[src/rtl/mem_ctrl.sv]
// mem_ctrl: byte-serial RAM controller shared by instruction fetch and load/store unit
// Ports:
//   clk_in, rst_in (async active-low), rdy_in (global enable)
//   mem_din/mem_dout/mem_a/mem_wr   byte-wide RAM interface, read data one cycle after address
//   io_buffer_full                  stalls LSB stores to the IO window (addr[17:16]==2'b11)
//   if_req/if_addr -> if_done/if_data            word fetch port
//   lsb_req/lsb_rw/lsb_size/lsb_addr/lsb_wdata -> lsb_done/lsb_rdata   load/store port
//   roll_back_in                    misprediction flush
//   busy                            high whenever the FSM is not IDLE
// Build option: define MEM_CTRL_RR_ARB_EN for round-robin arbitration; fixed LSB priority otherwise.
module mem_ctrl (
    input  logic        clk_in,
    input  logic        rst_in,
    input  logic        rdy_in,
    input  logic [7:0]  mem_din,
    output logic [7:0]  mem_dout,
    output logic [31:0] mem_a,
    output logic        mem_wr,
    input  logic        io_buffer_full,
    input  logic        if_req,
    input  logic [31:0] if_addr,
    output logic        if_done,
    output logic [31:0] if_data,
    input  logic        lsb_req,
    input  logic        lsb_rw,
    input  logic [1:0]  lsb_size,
    input  logic [31:0] lsb_addr,
    input  logic [31:0] lsb_wdata,
    output logic        lsb_done,
    output logic [31:0] lsb_rdata,
    input  logic        roll_back_in,
    output logic        busy
);
    typedef enum logic [1:0] {IDLE, READ, WRITE, DONE} state_t;
    state_t      state_q, state_d;
    logic [2:0]  cnt_q, cnt_d, n_q, n_d;
    logic        owner_q, owner_d;
    logic        wr_q, wr_d;
    logic [31:0] a_q, a_d, wdata_q, wdata_d, data_q, data_d;
    logic [7:0]  dout_q, dout_d;
    logic        lsb_ok, grant_lsb, accept, done_ok;
`ifdef MEM_CTRL_RR_ARB_EN
    logic        last_q, last_d;
`endif
    // stores into the IO window must wait for UART buffer space
    assign lsb_ok = lsb_req && !(lsb_rw && lsb_addr[17:16] == 2'b11 && io_buffer_full);
`ifdef MEM_CTRL_RR_ARB_EN
    // last_q = 1 means LSB was served last, so IF wins the next tie
    assign grant_lsb = lsb_ok && (!if_req || !last_q);
`else
    assign grant_lsb = lsb_ok;
`endif
    assign accept = !roll_back_in && (lsb_ok || if_req);
    always_comb begin
        state_d = state_q;
        cnt_d   = cnt_q;
        n_d     = n_q;
        owner_d = owner_q;
        wr_d    = wr_q;
        a_d     = a_q;
        wdata_d = wdata_q;
        data_d  = data_q;
        dout_d  = dout_q;
`ifdef MEM_CTRL_RR_ARB_EN
        last_d  = last_q;
`endif
        case (state_q)
            IDLE: if (accept) begin
                owner_d = grant_lsb;
                wr_d    = grant_lsb && lsb_rw;
                a_d     = grant_lsb ? lsb_addr : if_addr;
                n_d     = !grant_lsb ? 3'd4 : lsb_size[1] ? 3'd4 : lsb_size[0] ? 3'd2 : 3'd1;
                wdata_d = lsb_wdata;
                data_d  = '0;
                // a write issues byte 0 at the acceptance edge, so it starts one byte ahead
                dout_d  = lsb_wdata[7:0];
                cnt_d   = (grant_lsb && lsb_rw) ? 3'd1 : 3'd0;
                state_d = (grant_lsb && lsb_rw) ? WRITE : READ;
`ifdef MEM_CTRL_RR_ARB_EN
                last_d  = grant_lsb;
`endif
            end
            READ: begin
                if (roll_back_in) begin
                    state_d = IDLE;
                    cnt_d   = '0;
                    data_d  = '0;
                end else if (cnt_q == n_q) begin
                    state_d = DONE;
                end else begin
                    // mem_din now reflects the address driven in the previous cycle
                    data_d = data_q | ({24'b0, mem_din} << {cnt_q[1:0], 3'b000});
                    cnt_d  = cnt_q + 3'd1;
                    a_d    = (cnt_q + 3'd1 == n_q) ? a_q : a_q + 32'd1;
                end
            end
            WRITE: begin
                if (cnt_q == n_q) begin
                    state_d = DONE;
                end else begin
                    a_d    = a_q + 32'd1;
                    dout_d = 8'(wdata_q >> {cnt_q[1:0], 3'b000});
                    cnt_d  = cnt_q + 3'd1;
                end
            end
            DONE: begin
                state_d = IDLE;
                cnt_d   = '0;
            end
            default: state_d = IDLE;
        endcase
    end
    always_ff @(posedge clk_in or negedge rst_in) begin
        if (!rst_in) begin
            state_q <= IDLE;
            cnt_q   <= '0;
            n_q     <= '0;
            owner_q <= 1'b0;
            wr_q    <= 1'b0;
            a_q     <= '0;
            wdata_q <= '0;
            data_q  <= '0;
            dout_q  <= '0;
`ifdef MEM_CTRL_RR_ARB_EN
            last_q  <= 1'b0;
`endif
        end else if (rdy_in) begin
            state_q <= state_d;
            cnt_q   <= cnt_d;
            n_q     <= n_d;
            owner_q <= owner_d;
            wr_q    <= wr_d;
            a_q     <= a_d;
            wdata_q <= wdata_d;
            data_q  <= data_d;
            dout_q  <= dout_d;
`ifdef MEM_CTRL_RR_ARB_EN
            last_q  <= last_d;
`endif
        end
    end
    // a flush during a read's DONE cycle cancels it; committed stores still report done
    assign done_ok   = rdy_in && state_q == DONE && !(roll_back_in && !wr_q);
    assign if_done   = done_ok && !owner_q;
    assign lsb_done  = done_ok && owner_q;
    assign if_data   = data_q;
    assign lsb_rdata = data_q;
    assign mem_a     = a_q;
    assign mem_dout  = dout_q;
    assign mem_wr    = rdy_in && state_q == WRITE;
    assign busy      = state_q != IDLE;
endmodule

[config.mk]
export PLATFORM = sky130hd
export DESIGN_NAME = mem_ctrl
export DESIGN_NICKNAME = d
export VERILOG_FILES = /design/src/rtl/mem_ctrl.sv
export SDC_FILE = /design/constraint.sdc
export NUM_CORES = 1
export LEC_CHECK = 0
export CAP_MARGIN = 20
export CORE_UTILIZATION = 30
export CTS_CLUSTER_SIZE = 20
export DETAILED_ROUTE_END_ITERATION = 6
export SYNTH_ARGS = -nofsm -noshare
export SYNTH_HDL_FRONTEND = slang
export SYNTH_SLANG_ARGS = --single-unit
[constraint.sdc]
create_clock -name clk_in -period 1.94 [get_ports clk_in]
set_input_delay 0.194 -clock clk_in [delete_from_list [all_inputs] [get_ports clk_in]]
set_output_delay 0.194 -clock clk_in [all_outputs]
set_load 0.02 [all_outputs]
==> results of run 1 <==
routing by layer:
metal / GRT usage / up-vias / share of wire
met5: 0 / - / 0
met2: 0.3192 / 141 / 0.51
met3: 0.03466 / 27 / 0.046
met4: 0.06598 / 0 / 0.021
li1: - / 2860 / -
met1: 0.2444 / 2907 / 0.43
cell families after synthesis:
group	count (synthesis)	synth area share
flops	114	0.4426
simple gates	183	0.1524
xor+xnor	5	0.01010
buf+inv	89	0.07280
fa+ha+maj	7	0.01359
mux	72	0.1390
compound gates	159	0.1695
synthesized netlist by cell type (all sizes together) (6+ instances only):
cell	n	area, µm²
mux2	60	675.7
nand2	65	244.0
a2bb2oi	11	96.34
ha	7	87.58
a31oi	19	118.9
nand3	13	82.58
clkbuf	30	112.6
nor2	29	108.9
dfrtp	114	2853
mux4	8	180.2
o21ai	49	245.2
a211oi	11	82.58
nor3	19	95.09
nand4	11	96.34
buf	45	304.0
a211o	6	52.55
a21oi	10	53.80
o22a	10	87.58
and3	16	105.1
inv	14	52.55
o22ai	9	56.30
a22o	8	70.07
worst reg2reg max path, cell delays in order (launching register included):
cell and delay (ps):
dfrtp_1 390, buf_4 160, ha_4 170, buf_4 140, nor2b_2 170, a21oi_4 130
or4b_4 570, o21ai_2 160
power by group:
| part | total, µW | switching [µW] | internal, µW | leakage (µW) |
|---|---|---|---|---|
| registers | 4220 | 793 | 3430 | 0.00140 |
| clock network | 2920 | 1250 | 1660 | 0.000264 |
| logic | 9490 | 4700 | 4800 | 0.00259 |
worst max-delay path by stage:
stage                      start          end  slack, ps  cells after the start
finish                state_q[0]   if_data[7]        -10                      7
global route          state_q[0]    mem_a[18]       -100                      9
floorplan             state_q[0]  mem_dout[0]        -30                      9
CTS                     cnt_q[0]    mem_a[31]        -30                      7
global placement    lsb_addr[17]    mem_a[25]       -240                      8
detailed placement  lsb_addr[17]    mem_a[18]       -260                      9
what timing repair did:
action                                 in CTS  in global routing
hold buffers                                1                  0
pin swaps                                   4                 19
endpoints found under the hold margin      23                  0
setup endpoints to repair                  59                105
buffers inserted                            5                  5
cloned                                      0                  0
resized for setup                          28                 53
registers in the layout, summed over array words and instances (netlist names):
register / cells
if_data: 32
mem_a: 32
wdata_q: 32
mem_dout: 8
cnt_q: 3
n_q: 3
state_q: 2
owner_q: 1
wr_q: 1
per-stage QoR:
| step | std cells | total power [µW] | setup TNS (ps) |
|---|---|---|---|
| final | 1190 | 16630 | -30.06 |
| after CTS | 1185 | 16260 | -195.7 |
| after detailed placement | 1147 | 13100 | -20200 |
| after global placement | 1147 | 13010 | -17160 |
| after global routing | 1190 | 17620 | -1979 |
| after floorplan | 629 | 9380 | -274.0 |
final cells by class:
cell class	count	area, µm²
multi-input combinational	426	3415
timing repair buffer	329	3128
fill	1927	10670
clock buffer	17	425.4
clock inverter	15	122.6
tap	275	344.1
inverter	14	55.05
sequential	114	2860
==> key figures, run 1 <==
Status
  • Outcome: complete, but fails checks
  • Failing checks: negative setup slack

Finish
  • Commonest non-fill, non-tap cell in the layout: clkdlybuf4s50_1
  • Layout Utilization: 0.4924
  • Proportion of layout cells with a drive suffix above 1: 0.2984
  • Layout Cell Area excl Fill: between 10,000 and 15,000 µm²
  • Fin nets: a little over 1,000
  • Most frequent cells in the layout: 216 x clkdlybuf4s50_1, 108 x dfrtp_1, 94 x buf_4, 62 x nand2_1, 52 x mux2_2
  • Area growth from synthesis to layout: 60.59%
  • N_diodes: 0

Critical path
  • Setup slack, reg-to-reg: -10 ps
  • Worst R2R Path Depth: 7
  • Classification of the worst setup path: flop to flop
  • Endpoint type of the worst setup path: flop
  • Worst Path Required: 2280 ps
  • Startpoint type of the worst setup path: flop
  • Top fanout value on the critical path: 8
  • Critical path's most frequent cell: buf_4
  • Endpoint of the most critical register-to-register path: if_data[7]
  • Gate family responsible for the most delay along the worst path: simple AND/OR/NAND/NOR gates
  • Crit path buf inv count: 2
  • Cell type of the slowest stage on the worst timing path: or4b_4
  • RR Startpoint: state_q[0]
  • Peak per-stage delay on the critical path: approximately 570 ps
  • List of cells traversed by the critical path: buf_4, ha_4, buf_4, nor2b_2, a21oi_4, or4b_4, o21ai_2
  • Arrival time at the worst endpoint: between 2000 and 2500 ps

STA
  • Worst setup slack after layout: -10.74 ps
  • Min Clock Period, post-route: 1951 ps
  • Final hold viol count: 0
  • Period Utilization, post-route: 1.006
  • Count of endpoints failing setup in the final report: 5
  • Worst hold slack: between 200 and 250 ps
  • Setup skew after layout: ~11 ps
  • Final number of max-transition violations: 0
  • Fmax achieved: around 500 MHz
  • RSZ-0062 raised after global routing: true
  • Worst-Margin Slew: 468.2 ps
  • Relative slew slack: 0.6864

Clocking
  • H-Tree Level Count: 4
  • Number of buffers added by the clock tree synthesis step: 17
  • CTS Buffer Depth: 2
  • Total clock sinks: ~110
  • TritonCTS clock tree: built
  • CTS clock-pin slew for the worst setup and hold paths: about 60 ps
  • Root Driver: clkbuf_16
  • Latest clock arrival within the worst-skew pair: ~420 ps

Placement
  • # port buffers: 221
  • Post-DP Area: about 9500 µm²
  • Gpl congestion: between 0.8 and 0.9
  • Post-DP HPWL: between 15,000 and 20,000 µm
  • Setup Slack @ Placement: -256.1 ps

Logic synthesis
  • Seq/Total Area, Yosys: 0.4426
  • Mapped cell area: roughly 6400 µm²
  • Number of synthesized register bits: 114
  • Share of synthesized flip-flops with an asynchronous set or reset: 1.000
  • Synthesized instance count: 629
  • Average cell area after synthesis: ~10 µm²
  • Ys flop type: dfrtp_1
  • Number of flops mapped to enable cells by yosys: 0
  • YS warnings: 0
  • Count of unique library cells instantiated by Yosys: 62
  • Synthesized net count: between 700 and 800

Global route
  • Vias in the first global route: ~6,000
  • Number of antenna violations at the first check in global routing: 0
  • Total track usage: 0.1901
  • Pin count of the biggest net entering global routing: between 40 and 50
  • Global-route congestion overflow total: 0
  • Global-route wire length before repair: 32,500 µm

Power and ir drop
  • Leakage component of the power: 0.004252 µW
  • P per Cell Area: around 1600 nW/µm²
  • Peak VDD IR: about 0.00075 V

Drt
  • Antenna Nets Post-Route: 0
  • Total length of routed wires: slightly above 20,000 µm
  • Total via count in the routed design: roughly 5,900
  • Iteration count of the initial detailed-routing pass: 6
  • Post-detailed-route wirelength per cell: about 17 µm
  • DRC violations left: 0
  • Number of DRC markers in iteration 0: 447
  • Vias per cell: 4.987

Worst hold path
  • HP Class: input pin to asynchronous set/reset pin

Flow run
  • Max-cap check violation count: 0

Die
  • Floorplan die area: 22,070 µm²
  • Rows: 53
  • Width of the die: 148.6 µm
  • CORE AREA: between 20,000 and 25,000 µm²
  • Die Y: 148.6 µm
  • Number of I/O pins: roughly 220
  • Initial core utilization: 0.3066
(Power assumes the default switching activity.)
==> run 2: changes to the inputs <==
--- a/config.mk
+++ b/config.mk
@@ -5,10 +5,11 @@
 export SDC_FILE = /design/constraint.sdc
 export NUM_CORES = 1
 export LEC_CHECK = 0
-export CAP_MARGIN = 20
 export CORE_UTILIZATION = 30
+export CTS_CLUSTER_DIAMETER = 200
 export CTS_CLUSTER_SIZE = 20
 export DETAILED_ROUTE_END_ITERATION = 6
+export SKIP_LAST_GASP = 1
 export SYNTH_ARGS = -nofsm -noshare
 export SYNTH_HDL_FRONTEND = slang
 export SYNTH_SLANG_ARGS = --single-unit
==> key figures, run 2 (synthesis gave the netlist of run 1 again) <==
Global route
  • Pin count of the biggest net entering global routing: 47
  • Global-route wire length before repair: between 30,000 and 40,000 µm
  • Vias in the first global route: 6,007
  • Number of antenna violations at the first check in global routing: 0
  • Global-route congestion overflow total: 0
  • Total track usage: 0.1901

Clocking
  • H-Tree Level Count: 4
  • Number of buffers added by the clock tree synthesis step: 17
  • Latest clock arrival within the worst-skew pair: 420 ps
  • TritonCTS clock tree: built
  • Total clock sinks: about 110
  • Root Driver: clkbuf_16
  • CTS clock-pin slew for the worst setup and hold paths: 60 ps
  • CTS Buffer Depth: 2

STA
  • Final number of max-transition violations: 0
  • Fmax achieved: between 500 and 600 MHz
  • Relative slew slack: 0.6873
  • Worst-Margin Slew: roughly 470 ps
  • RSZ-0062 raised after global routing: true
  • Min Clock Period, post-route: between 1500 and 2000 ps
  • Worst setup slack after layout: -17.97 ps
  • Count of endpoints failing setup in the final report: 5
  • Period Utilization, post-route: 1.009
  • Final hold viol count: 0
  • Setup skew after layout: 10.36 ps

Finish
  • N_diodes: 0
  • Most frequent cells in the layout: 216 x clkdlybuf4s50_1, 108 x dfrtp_1, 95 x buf_4, 63 x nand2_1, 52 x mux2_2
  • Filler cells: slightly below 2,000
  • Commonest non-fill, non-tap cell in the layout: clkdlybuf4s50_1
  • Proportion of layout cells with a drive suffix above 1: 0.2907
  • Area growth from synthesis to layout: 59.91%
  • Fin nets: 1,023

Critical path
  • Startpoint type of the worst setup path: flop
  • Worst Path Required: between 2000 and 2500 ps
  • Classification of the worst setup path: flop to flop
  • Arrival time at the worst endpoint: 2300 ps
  • Top fanout value on the critical path: 8
  • Endpoint type of the worst setup path: flop

Drt
  • Antenna Nets Post-Route: 0
  • Total length of routed wires: a little over 20,000 µm
  • DRC violations left: 0
  • Iteration count of the initial detailed-routing pass: 5
  • Total via count in the routed design: slightly below 6,000
  • Number of DRC markers in iteration 0: between 400 and 500
  • Post-detailed-route wirelength per cell: about 17 µm
  • Vias per cell: between 5 and 6

Power and ir drop
  • Peak VDD IR: around 0.00080 V
  • Clk pwr share: 0.176
  • Leakage component of the power: around 0.0042 µW
  • Fraction of power consumed by combinational cells: 0.568
  • Switching pwr: approximately 6700 µW
  • Power share of the sequential group: 0.255
  • Internal cell power: between 9000 and 10,000 µW
  • Total chip power: between 15,000 and 20,000 µW
  • P per Cell Area: ~1600 nW/µm²
  • Sw Ratio: 0.4057

Die
  • Initial core utilization: 0.3066
  • Die Y: 148.6 µm
  • CORE AREA: 21,020 µm²
  • Width of the die: between 100 and 150 µm
  • Rows: 53
  • Floorplan die area: between 20,000 and 25,000 µm²
  • Number of I/O pins: between 200 and 250

Worst hold path
  • HP Class: input pin to asynchronous set/reset pin

Placement
  • # port buffers: about 220
  • Post-DP HPWL: roughly 15,000 µm
  • Gpl congestion: around 0.83
  • Setup Slack @ Placement: -256.1 ps

Status
  • Failing checks: negative setup slack
  • Outcome: complete, but fails checks

Flow run
  • Max-cap check violation count: 0
==> run 2: changes by cell type in the layout (fill, tap and decap cells not counted), sizes merged <==
cell | before | now
clkbuf | 17 | 20
buf | 111 | 108
==> run 2: per-stage QoR <==
stage          hold slack (ps)  std cells  cell area (µm²)    util  setup TNS, ps
6_report                 249.2       1190            10310  0.4903         -38.18
4_1_cts                  247.7       1185            10100  0.4803         -572.9
3_3_place_gp             142.4       1147             9472  0.4506         -17160
2_1_floorplan           -101.6        629             6546       -         -274.0
3_5_place_dp             147.9       1147             9472  0.4506         -20200
5_1_grt                  270.7       1190            10310  0.4903          -3354
==> run 2: repair_timing <==
item	CTS	global route
endpoints found under the setup margin	59	107
resized for setup	15	52
setup buffers	5	5
hold buffers	1	0
gates cloned	0	0
pin swaps	3	19
endpoints found under the hold margin	23	0
==> run 2: path summary, 6_finish.rpt <==
check,startpoint,to,slack [ps],cells past startpoint
max,state_q[0],if_data[7],-20,7
min reg2reg,if_data[23],if_data[23],500,2
min,rst_in,mem_a[12],250,2
min in group clk_in,lsb_wdata[27],wdata_q[27],390,2
max reg2reg,state_q[0],if_data[7],-20,7
max in group asynchronous,rst_in,if_data[2],1080,3
==> run 2: area by class of cell <==
class,instances,area (µm²),area share
clock buffers,17,425.4,0.04128
clock inverters,15,122.6,0.01190
inverters,14,55.05,0.005342
multi-input cells,426,3378,0.3278
flip-flops and latches,114,2860,0.2775
well taps,275,344.1,0.03339
repair buffers,329,3120,0.3028
==> run 2: power by group through the flow <==
stage | registers [µW] | clock network [µW] | logic (µW)
after global placement | 4220 | 0 | 8790
after detailed placement | 4250 | 0 | 8860
after floorplan | 4920 | 0 | 4450
after CTS | 4210 | 2990 | 9020
after global routing | 4360 | 3060 | 10100
final | 4220 | 2920 | 9400
==> run 2: critical path, stage by stage, from the launching register on <==
cell and delay, ps:
dfrtp_1 380, buf_4 140, ha_2 200, buf_4 140
nor2b_2 170, a21oi_4 130, or4b_4 560, o21ai_2 160
==> run 2: layer usage <==
layer  wire, µm  vias up  track usage
met5          0        -            0
met4        425        0      0.06598
met3        949       26      0.03528
met2      10380      172       0.3189
met1       8864     2907       0.2442
li1           -     2861            -
